[config.mk]
export PLATFORM = sky130hd
export DESIGN_NAME = uart_rx_filt
export DESIGN_NICKNAME = d
export VERILOG_FILES = /design/src/rtl/uart_pkg.sv /design/src/rtl/uart_rx_sampler.sv /design/src/rtl/uart_rx_filt.sv
export SDC_FILE = /design/constraint.sdc
export NUM_CORES = 1
export LEC_CHECK = 0
export ABC_AREA = 0
export CAP_MARGIN = 20
export CORE_UTILIZATION = 60
export CTS_BUF_LIST = sky130_fd_sc_hd__clkbuf_16
export CTS_CLUSTER_SIZE = 24
export DETAILED_ROUTE_END_ITERATION = 8
export GPL_ROUTABILITY_DRIVEN = 0
export PLACE_DENSITY_LB_ADDON = 0.1
export SLEW_MARGIN = 5
export SYNTH_ARGS = -nofsm -noshare
export SYNTH_HDL_FRONTEND = slang
export SYNTH_SLANG_ARGS = --single-unit
[constraint.sdc]
create_clock -name clk -period 4.1 [get_ports clk]
set_input_delay 1.025 -clock clk [delete_from_list [all_inputs] [get_ports clk]]
set_output_delay 1.025 -clock clk [all_outputs]
set_load 0.01 [all_outputs]
[src/rtl/uart_pkg.sv]
// rtl/uart_pkg.sv - shared UART state encoding, frame constants and sample-point helpers
package uart_pkg;

    localparam int DATA_BITS = 8;

    typedef enum logic [2:0] {
        IDLE   = 3'd0,
        START  = 3'd1,
        DATA   = 3'd2,
        PARITY = 3'd3,
        STOP   = 3'd4,
        BREAK  = 3'd5
    } uart_state_e;

    // Counter value at which the start bit is checked: half a bit after the falling edge.
    function automatic int start_sample_pt(input int clk_per_bit);
        return clk_per_bit / 2 - 1;
    endfunction

    // Once the start bit has been confirmed mid-bit, the counter restarts there, so every
    // later bit centre is reached one full bit period later.
    function automatic int frame_sample_pt(input int clk_per_bit);
        return clk_per_bit - 1;
    endfunction

endpackage

[src/rtl/uart_rx_sampler.sv]
// rtl/uart_rx_sampler.sv - two-flop synchroniser followed by a 3-tap majority vote
module uart_rx_sampler (
    input  logic clk,
    input  logic rst,
    input  logic din,
    output logic vote
);

    logic [1:0] sync_q;
    logic [2:0] tap_q;

    // Synchronise the raw pin and keep the last three synchronised samples; idle-high reset.
    always_ff @(posedge clk) begin
        if (rst) begin
            sync_q <= 2'b11;
            tap_q  <= 3'b111;
        end else begin
            sync_q <= {sync_q[0], din};
            tap_q  <= {tap_q[1:0], sync_q[1]};
        end
    end

    // Any single-clock disturbance is outvoted by its two neighbours.
    assign vote = (tap_q[0] & tap_q[1]) | (tap_q[0] & tap_q[2]) | (tap_q[1] & tap_q[2]);

endmodule

[src/rtl/uart_rx_filt.sv]
// rtl/uart_rx_filt.sv - noise-tolerant 8N1 UART receiver, even parity bit added when UART_RX_PARITY_EN is defined
module uart_rx_filt
    import uart_pkg::*;
#(
    parameter int CLK_PER_BIT = 16
) (
    input  logic       clk,
    input  logic       rst,
    input  logic       rx_serial_line,
    output logic       rx_ready,
    output logic [7:0] rx_data,
    output logic       frame_err
);

    localparam int                CNT_W    = $clog2(CLK_PER_BIT);
    localparam logic [CNT_W-1:0]  START_PT = CNT_W'(start_sample_pt(CLK_PER_BIT));
    localparam logic [CNT_W-1:0]  FRAME_PT = CNT_W'(frame_sample_pt(CLK_PER_BIT));
    localparam logic [2:0]        LAST_BIT = 3'(DATA_BITS - 1);

    uart_state_e          state_q, state_d;
    logic [CNT_W-1:0]     clk_cnt_q, clk_cnt_d, cnt_inc;
    logic [2:0]           bit_idx_q, bit_idx_d;
    logic [DATA_BITS-1:0] shreg_q, shreg_d;
    logic [7:0]           rx_data_d;
    logic                 rx_ready_d;
    logic                 frame_err_d;
    logic                 parity_ok;
    logic                 vote;

    uart_rx_sampler u_sampler (
        .clk  (clk),
        .rst  (rst),
        .din  (rx_serial_line),
        .vote (vote)
    );

    // clk_cnt wraps after CLK_PER_BIT clocks even when that is not a power of two.
    assign cnt_inc = (clk_cnt_q == FRAME_PT) ? '0 : clk_cnt_q + 1'b1;

`ifdef UART_RX_PARITY_EN
    logic par_q, par_d;

    // Even parity: data bits plus parity bit carry an even number of ones.
    assign parity_ok = (par_q == ^shreg_q);
`else
    assign parity_ok = 1'b1;
`endif

    // Next-state, counter, shift-register and output-strobe decisions.
    always_comb begin
        state_d     = state_q;
        clk_cnt_d   = cnt_inc;
        bit_idx_d   = bit_idx_q;
        shreg_d     = shreg_q;
        rx_data_d   = rx_data;
        rx_ready_d  = 1'b0;
        frame_err_d = 1'b0;
`ifdef UART_RX_PARITY_EN
        par_d       = par_q;
`endif
        case (state_q)
            IDLE: begin
                clk_cnt_d = '0;
                if (!vote) begin
                    state_d = START;
                end
            end
            START: begin
                if (clk_cnt_q == START_PT) begin
                    clk_cnt_d = '0;
                    if (vote) begin
                        state_d = IDLE;
                    end else begin
                        state_d   = DATA;
                        bit_idx_d = '0;
                    end
                end
            end
            DATA: begin
                if (clk_cnt_q == FRAME_PT) begin
                    shreg_d[bit_idx_q] = vote;
                    bit_idx_d          = bit_idx_q + 1'b1;
                    if (bit_idx_q == LAST_BIT) begin
`ifdef UART_RX_PARITY_EN
                        state_d = PARITY;
`else
                        state_d = STOP;
`endif
                    end
                end
            end
`ifdef UART_RX_PARITY_EN
            PARITY: begin
                if (clk_cnt_q == FRAME_PT) begin
                    par_d   = vote;
                    state_d = STOP;
                end
            end
`endif
            STOP: begin
                if (clk_cnt_q == FRAME_PT) begin
                    clk_cnt_d = '0;
                    if (vote && parity_ok) begin
                        rx_data_d  = shreg_q;
                        rx_ready_d = 1'b1;
                        state_d    = IDLE;
                    end else begin
                        frame_err_d = 1'b1;
                        state_d     = BREAK;
                    end
                end
            end
            BREAK: begin
                // clk_cnt doubles as the run length of consecutive high votes.
                if (!vote) begin
                    clk_cnt_d = '0;
                end else if (clk_cnt_q == FRAME_PT) begin
                    clk_cnt_d = '0;
                    state_d   = IDLE;
                end
            end
            default: begin
                clk_cnt_d = '0;
                state_d   = IDLE;
            end
        endcase
    end

    // State register and all receiver datapath registers.
    always_ff @(posedge clk) begin
        if (rst) begin
            state_q   <= IDLE;
            clk_cnt_q <= '0;
            bit_idx_q <= '0;
            shreg_q   <= '0;
            rx_data   <= 8'h00;
            rx_ready  <= 1'b0;
            frame_err <= 1'b0;
`ifdef UART_RX_PARITY_EN
            par_q     <= 1'b0;
`endif
        end else begin
            state_q   <= state_d;
            clk_cnt_q <= clk_cnt_d;
            bit_idx_q <= bit_idx_d;
            shreg_q   <= shreg_d;
            rx_data   <= rx_data_d;
            rx_ready  <= rx_ready_d;
            frame_err <= frame_err_d;
`ifdef UART_RX_PARITY_EN
            par_q     <= par_d;
`endif
        end
    end

endmodule
==> flow_metrics.py, run 1 <==
metrics = {
    "final_layout": {
        "layout_common_cells": "dfxtp_1 (33), nor2_1 (21), mux2i_1 (14)",
        "area_growth_pct": 19.29,
        "layout_commonest_cell": "dfxtp_1",
        "nNetsFinal": 169,
        "drive_gt1_frac": 0.1341,
        "stdcell_count": 192,
        "n_antenna_cell": 0,
    },
    "global_routing": {
        "grt_overflow": 0,
        "use_met2": 0.3947,
        "grt_max_degree": 18,
        "grtUsageTotal": 0.2418,
        "use_met3": 0.06250,
        "grt_pass1_vias": 1040,
        "grt_use_met1": 0.2937,
        "antenna_found_initial": 0,
        "grt_pass1_wl_mm": 4.588,
        "grt-busiest-layer": "met2",
    },
    "floorplanning": {
        "core_um2": 2233,
        "num_rows": 17,
        "num_io_pins": 13,
        "die_h_um": 51.10,
        "dieArea_um2": 2611,
        "initial_utilization": 0.6476,
        "die_x_um": 51.10,
    },
    "sta": {
        "tightest_slew_ns": 0.6797,
        "skew_ns": 0.001836,
        "slew_headroom": 0.5449,
        "final.min_clock_period_ns": 2.204,
        "hold_violations": 0,
        "whs_ns": 0.4119,
        "slew_viol_final": 0,
        "setup_ws_ns": 1.896,
        "fin_tns_setup_ns": 0,
        "setup_violations": 0,
        "finalCritPeriodShare": 0.5375,
        "fmax_mhz": 453.8,
        "rsz0062_at_grt": "no",
    },
    "clock_tree": {
        "ctsRootBufferMaster": "clkbuf_16",
        "cts-buffers-inserted": 5,
        "cts_tree": "yes",
        "path_clk_slew_ns": 0.05,
        "cts_setup_buffers": 0,
        "htreeDepth": 2,
        "clock_latency_ns": 0.27,
        "clock_path_buffers": 2,
        "cts_resized": 0,
        "cts_hold_buf": 0,
        "cts_sinks": 33,
    },
    "setup_path": {
        "crit_start": "rst",
        "crit_path_end": "u_sampler.tap_q[1]$_SDFF_PP1_",
        "r2r-end": "rx_data[4]$_SDFFE_PP0P_",
        "cp_max_fo": 17,
        "start_kind": "input pin",
        "arrival_ns": 2.36,
        "crit_required_ns": 4.26,
        "reg2reg_depth": 5,
        "r2r-start": "clk_cnt_q[0]$_SDFF_PP0_",
        "rrSetupSlack_ns": 2.00,
        "critPathKind": "input pin to flop",
        "critPathCaptureType": "flop",
    },
    "drt": {
        "first_iter_violations": 23,
        "firstDrtPassIters": 4,
        "vias": 1116,
        "wl_per_cell_um": 14.45,
        "drt_wl_total_mm": 2.775,
        "drc": 0,
        "antenna_left": 0,
        "vias_per_cell": 5.813,
    },
    "min_path": {
        "hold_path_class": "flop to flop",
    },
    "synth": {
        "synth_cells": 152,
        "synth_edf_count": 0,
        "ys_ff_latch": 33,
        "yosys.cell_types.count": 38,
        "synth_area_um2": 1446,
        "avgSynthCellArea_um2": 9.516,
        "async_reset_ff_frac": 0,
        "ys_seq_area_frac": 0.4567,
        "syn-num-nets": 158,
        "ys_warn_count": 0,
        "ys.flop_type": "dfxtp_1",
    },
    "pwr": {
        "swShare": 0.1729,
        "vdd_ir_drop_max_mv": 0.4321,
        "power.leakage_uw": 0.0006975,
        "p_per_area_nw_per_um2": 425.8,
        "switching_power_uw": 127.1,
        "seq_power_share": 0.440,
        "pwr-share-comb": 0.012,
        "intPower_uw": 607.6,
        "p_clk_frac": 0.548,
    },
    "run": {
        "drv_cap": 0,
    },
    "status": {
        "status": "finished clean",
    },
    "placement": {
        "port-buffer-count": 12,
        "placed_cells": 184,
        "pre_cts_slack_ns": 1.616,
        "place_hpwl_mm": 1.837,
    },
}
-- per-stage QoR --
step	area, um^2	total power [uW]	utilization
floorplan	1446	334.4	-
finish	1725	734.7	0.7725
global route	1725	753.7	0.7725
detailed placement	1563	338.2	0.6997
CTS	1725	740.6	0.7725
global placement	1563	338.0	0.6997
-- worst min path at each step --
stage / startpoint / cells after the start / endpoint / slack [ns]
5_1_grt: u_sampler.sync_q[1]$_SDFF_PP1_ / 1 / u_sampler.tap_q[0]$_SDFF_PP1_ / 0.44
3_5_place_dp: u_sampler.sync_q[1]$_SDFF_PP1_ / 1 / u_sampler.tap_q[0]$_SDFF_PP1_ / 0.41
2_1_floorplan: u_sampler.sync_q[0]$_SDFF_PP1_ / 1 / u_sampler.sync_q[1]$_SDFF_PP1_ / 0.39
6_report: u_sampler.sync_q[1]$_SDFF_PP1_ / 1 / u_sampler.tap_q[0]$_SDFF_PP1_ / 0.41
4_1_cts: u_sampler.sync_q[1]$_SDFF_PP1_ / 1 / u_sampler.tap_q[0]$_SDFF_PP1_ / 0.42
3_3_place_gp: u_sampler.sync_q[1]$_SDFF_PP1_ / 1 / u_sampler.tap_q[0]$_SDFF_PP1_ / 0.40
-- critical path: stages --
cell and delay (ns):
clkdlybuf4s50_1 0.69, buf_4 0.34, or2_2 0.30
-- cell usage after synthesis, types with 3 or more instances --
master,count,share of area
nor2_1,21,0.055
ha_1,3,0.026
buf_2,4,0.014
or2_2,7,0.030
nor3_1,5,0.017
mux2i_1,14,0.097
nand4_1,6,0.026
dfxtp_1,33,0.46
nand3_1,6,0.021
a21oi_1,7,0.024
clkbuf_1,4,0.010
inv_1,5,0.013
o21ai_0,6,0.021
nor2b_1,5,0.022
-- power by group through the flow --
stage               registers [uW]  logic [uW]  clock network (uW)
floorplan                      329        4.91                   0
global placement               330        8.33                   0
detailed placement             330        8.56                   0
CTS                            323        8.57                 409
global route                   323        9.52                 421
finish                         323        8.60                 403
-- cells by family (layout without fill, tap and decap cells) --
group	Yosys count	count (layout)	share of synthesized area
and+or+nand+nor	63	63	0.2440
DFF	33	33	0.4567
AOI/OAI and AO/OA	23	23	0.1177
muxes	14	14	0.09688
buffers and inverters	14	26	0.04498
adders and majority gates	4	4	0.03374
xor gates and xnor gates	1	1	0.006056
-- flip-flops by register name, indices dropped and copies added (netlist names) --
signal            count
rx_data               8
shreg_q               8
clk_cnt_q             4
bit_idx_q             3
state_q               3
u_sampler.tap_q       3
u_sampler.sync_q      2
frame_err             1
rx_ready              1
-- metal layers --
layer	vias to the layer above	wire length, um
met5	-	0
met3	4	108
li1	557	-
met1	526	1242
met4	0	40
met2	29	1384
-- area by class of cell --
class	instances	area [um^2]
multi-input cells	105	720.7
flip-flops and latches	33	660.6
fillers	151	508.0
repair buffers	13	127.6
clock buffers	5	125.1
clock inverters	3	37.54
well taps	28	35.03
inverters	5	18.77
No activity file was read; power rests on OpenSTA's default activity.
==> inputs of run 2 (changes only) <==
CORE_UTILIZATION = 50   (was 60)
clock period = 1.89 ns   (was 4.1 ns; I/O delays follow)
==> run 2 against run 1 <==
Net effect:
- critical path depth up 2
- clock power up 85%
- largest power group unchanged
- sequential power up 120%
- core utilization down 15 points
- clock skew up 0.0033 ns
- die area up 19%
- global-route usage down 4.6 points
==> flow_metrics.py, run 2 (synthesis gave the netlist of run 1 again) <==
metrics = {
    "final_layout": {
        "drive_gt1_frac": 0.1497,
        "area_growth_pct": 19.38,
        "layout_common_cells": "dfxtp_1 (33), nor2_1 (21), mux2i_1 (14)",
        "nNetsFinal": 172,
        "layout_commonest_cell": "dfxtp_1",
        "reg.largest.list": "rx_data: 8 flops, shreg_q: 8 flops, clk_cnt_q: 4 flops",
        "stdcell_count": 198,
        "n_antenna_cell": 0,
    },
    "global_routing": {
        "use_met3": 0.07442,
        "grt_overflow": 0,
        "grt-busiest-layer": "met2",
        "grtUsageTotal": 0.1963,
        "antenna_found_initial": 0,
        "grt_max_degree": 23,
        "grt_pass1_wl_mm": 4.747,
        "grt_pass1_vias": 1115,
        "use_met2": 0.3012,
        "grt_use_met1": 0.2349,
    },
    "pwr": {
        "p_total_uw": 1469,
        "p_per_area_nw_per_um2": 850.5,
        "power.leakage_uw": 0.0006992,
        "vdd_ir_drop_max_mv": 0.8844,
    },
    "sta": {
        "skew_ns": 0.005148,
        "slew_headroom": 0.7486,
        "fin_tns_setup_ns": 0,
        "whs_ns": 0.4052,
        "final.min_clock_period_ns": 1.752,
        "fmax_mhz": 570.7,
        "tightest_slew_ns": 0.3761,
        "finalCritPeriodShare": 0.9271,
        "hold_violations": 0,
        "setup_violations": 0,
        "rsz0062_at_grt": "no",
        "slew_viol_final": 0,
    },
    "floorplanning": {
        "num_io_pins": 13,
        "num_rows": 19,
        "initial_utilization": 0.5245,
        "die_h_um": 55.79,
        "dieArea_um2": 3112,
        "core_um2": 2758,
        "die_x_um": 55.79,
    },
    "clock_tree": {
        "cts_hold_buf": 0,
        "path_clk_slew_ns": 0.05,
        "clock_latency_ns": 0.27,
        "cts_tree": "yes",
        "clock_path_buffers": 2,
        "htreeDepth": 2,
        "cts-buffers-inserted": 5,
        "ctsRootBufferMaster": "clkbuf_16",
        "cts_resized": 0,
        "cts_sinks": 33,
        "cts_setup_buffers": 0,
    },
    "setup_path": {
        "start_kind": "flop",
        "r2r-start": "clk_cnt_q[0]$_SDFF_PP0_",
        "critPathCaptureType": "flop",
        "critPathKind": "flop to flop",
        "cp_max_fo": 8,
        "crit_start": "clk_cnt_q[0]$_SDFF_PP0_",
        "crit_required_ns": 2.05,
        "arrival_ns": 1.91,
    },
    "placement": {
        "placed_cells": 190,
        "port-buffer-count": 12,
        "place_hpwl_mm": 1.785,
    },
    "drt": {
        "antenna_left": 0,
        "vias": 1117,
        "vias_per_cell": 5.641,
        "firstDrtPassIters": 4,
        "drt_wl_total_mm": 2.610,
        "first_iter_violations": 24,
        "wl_per_cell_um": 13.18,
        "drc": 0,
    },
    "status": {
        "status": "finished clean",
    },
    "run": {
        "drv_cap": 0,
    },
    "min_path": {
        "hold_path_class": "flop to flop",
        "worstHoldStart": "u_sampler.sync_q[1]$_SDFF_PP1_",
    },
}
run 2: changes by cell type in the layout (fill, tap and decap cells not counted):
cell / before / now
clkinv_2: 0 / 1
bufinv_16: 1 / 0
inv_1: 6 / 5
clkinv_1: 1 / 2
buf_4: 1 / 4
run 2: critical path, cell delays in order, from the launching register on:
cell and delay (ns):
dfxtp_1 0.38, ha_1 0.27, and3_1 0.31, nand4_2 0.36
mux2i_1 0.26, nor2_1 0.05
run 2: metrics by stage:
stage / setup WS [ns] / cell area, um^2 / util
5_1_grt: 0.02312 / 1727 / 0.6261
2_1_floorplan: 0.3540 / 1446 / -
3_3_place_gp: 0.2480 / 1589 / 0.5762
6_report: 0.1378 / 1727 / 0.6261
4_1_cts: 0.1221 / 1727 / 0.6261
3_5_place_dp: 0.1403 / 1589 / 0.5762
run 2: layout make-up:
class                      instances  area, um^2
tap                               31       38.79
inverter                           5       18.77
sequential                        33       660.6
fill                             215        1031
clock inverter                     3       12.51
timing repair buffer              16       150.1
multi-input combinational        105       720.7
clock buffer                       5       125.1
run 2: final timing paths:
kind | depth (start not counted) | slack, ns | to
max | 5 | 0.14 | rx_data[1]$_SDFFE_PP0P_
min reg2reg | 1 | 0.41 | u_sampler.tap_q[0]$_SDFF_PP1_
max reg2reg | 5 | 0.14 | rx_data[1]$_SDFFE_PP0P_
min | 1 | 0.41 | u_sampler.tap_q[0]$_SDFF_PP1_
run 2: routing by layer:
metal  part of all wire  wire [um]
met3              0.041        108
met1               0.49       1270
met5                  0          0
met2               0.45       1172
met4              0.023         59
run 2: where the power goes:
| part | total [uW] | switching (uW) | internal, uW | leakage (uW) |
|---|---|---|---|---|
| Combinational | 20.4 | 11.7 | 8.68 | 0.000364 |
| Clock | 747 | 273 | 475 | 0.0000687 |
| Sequential | 701 | 0.885 | 700 | 0.000266 |
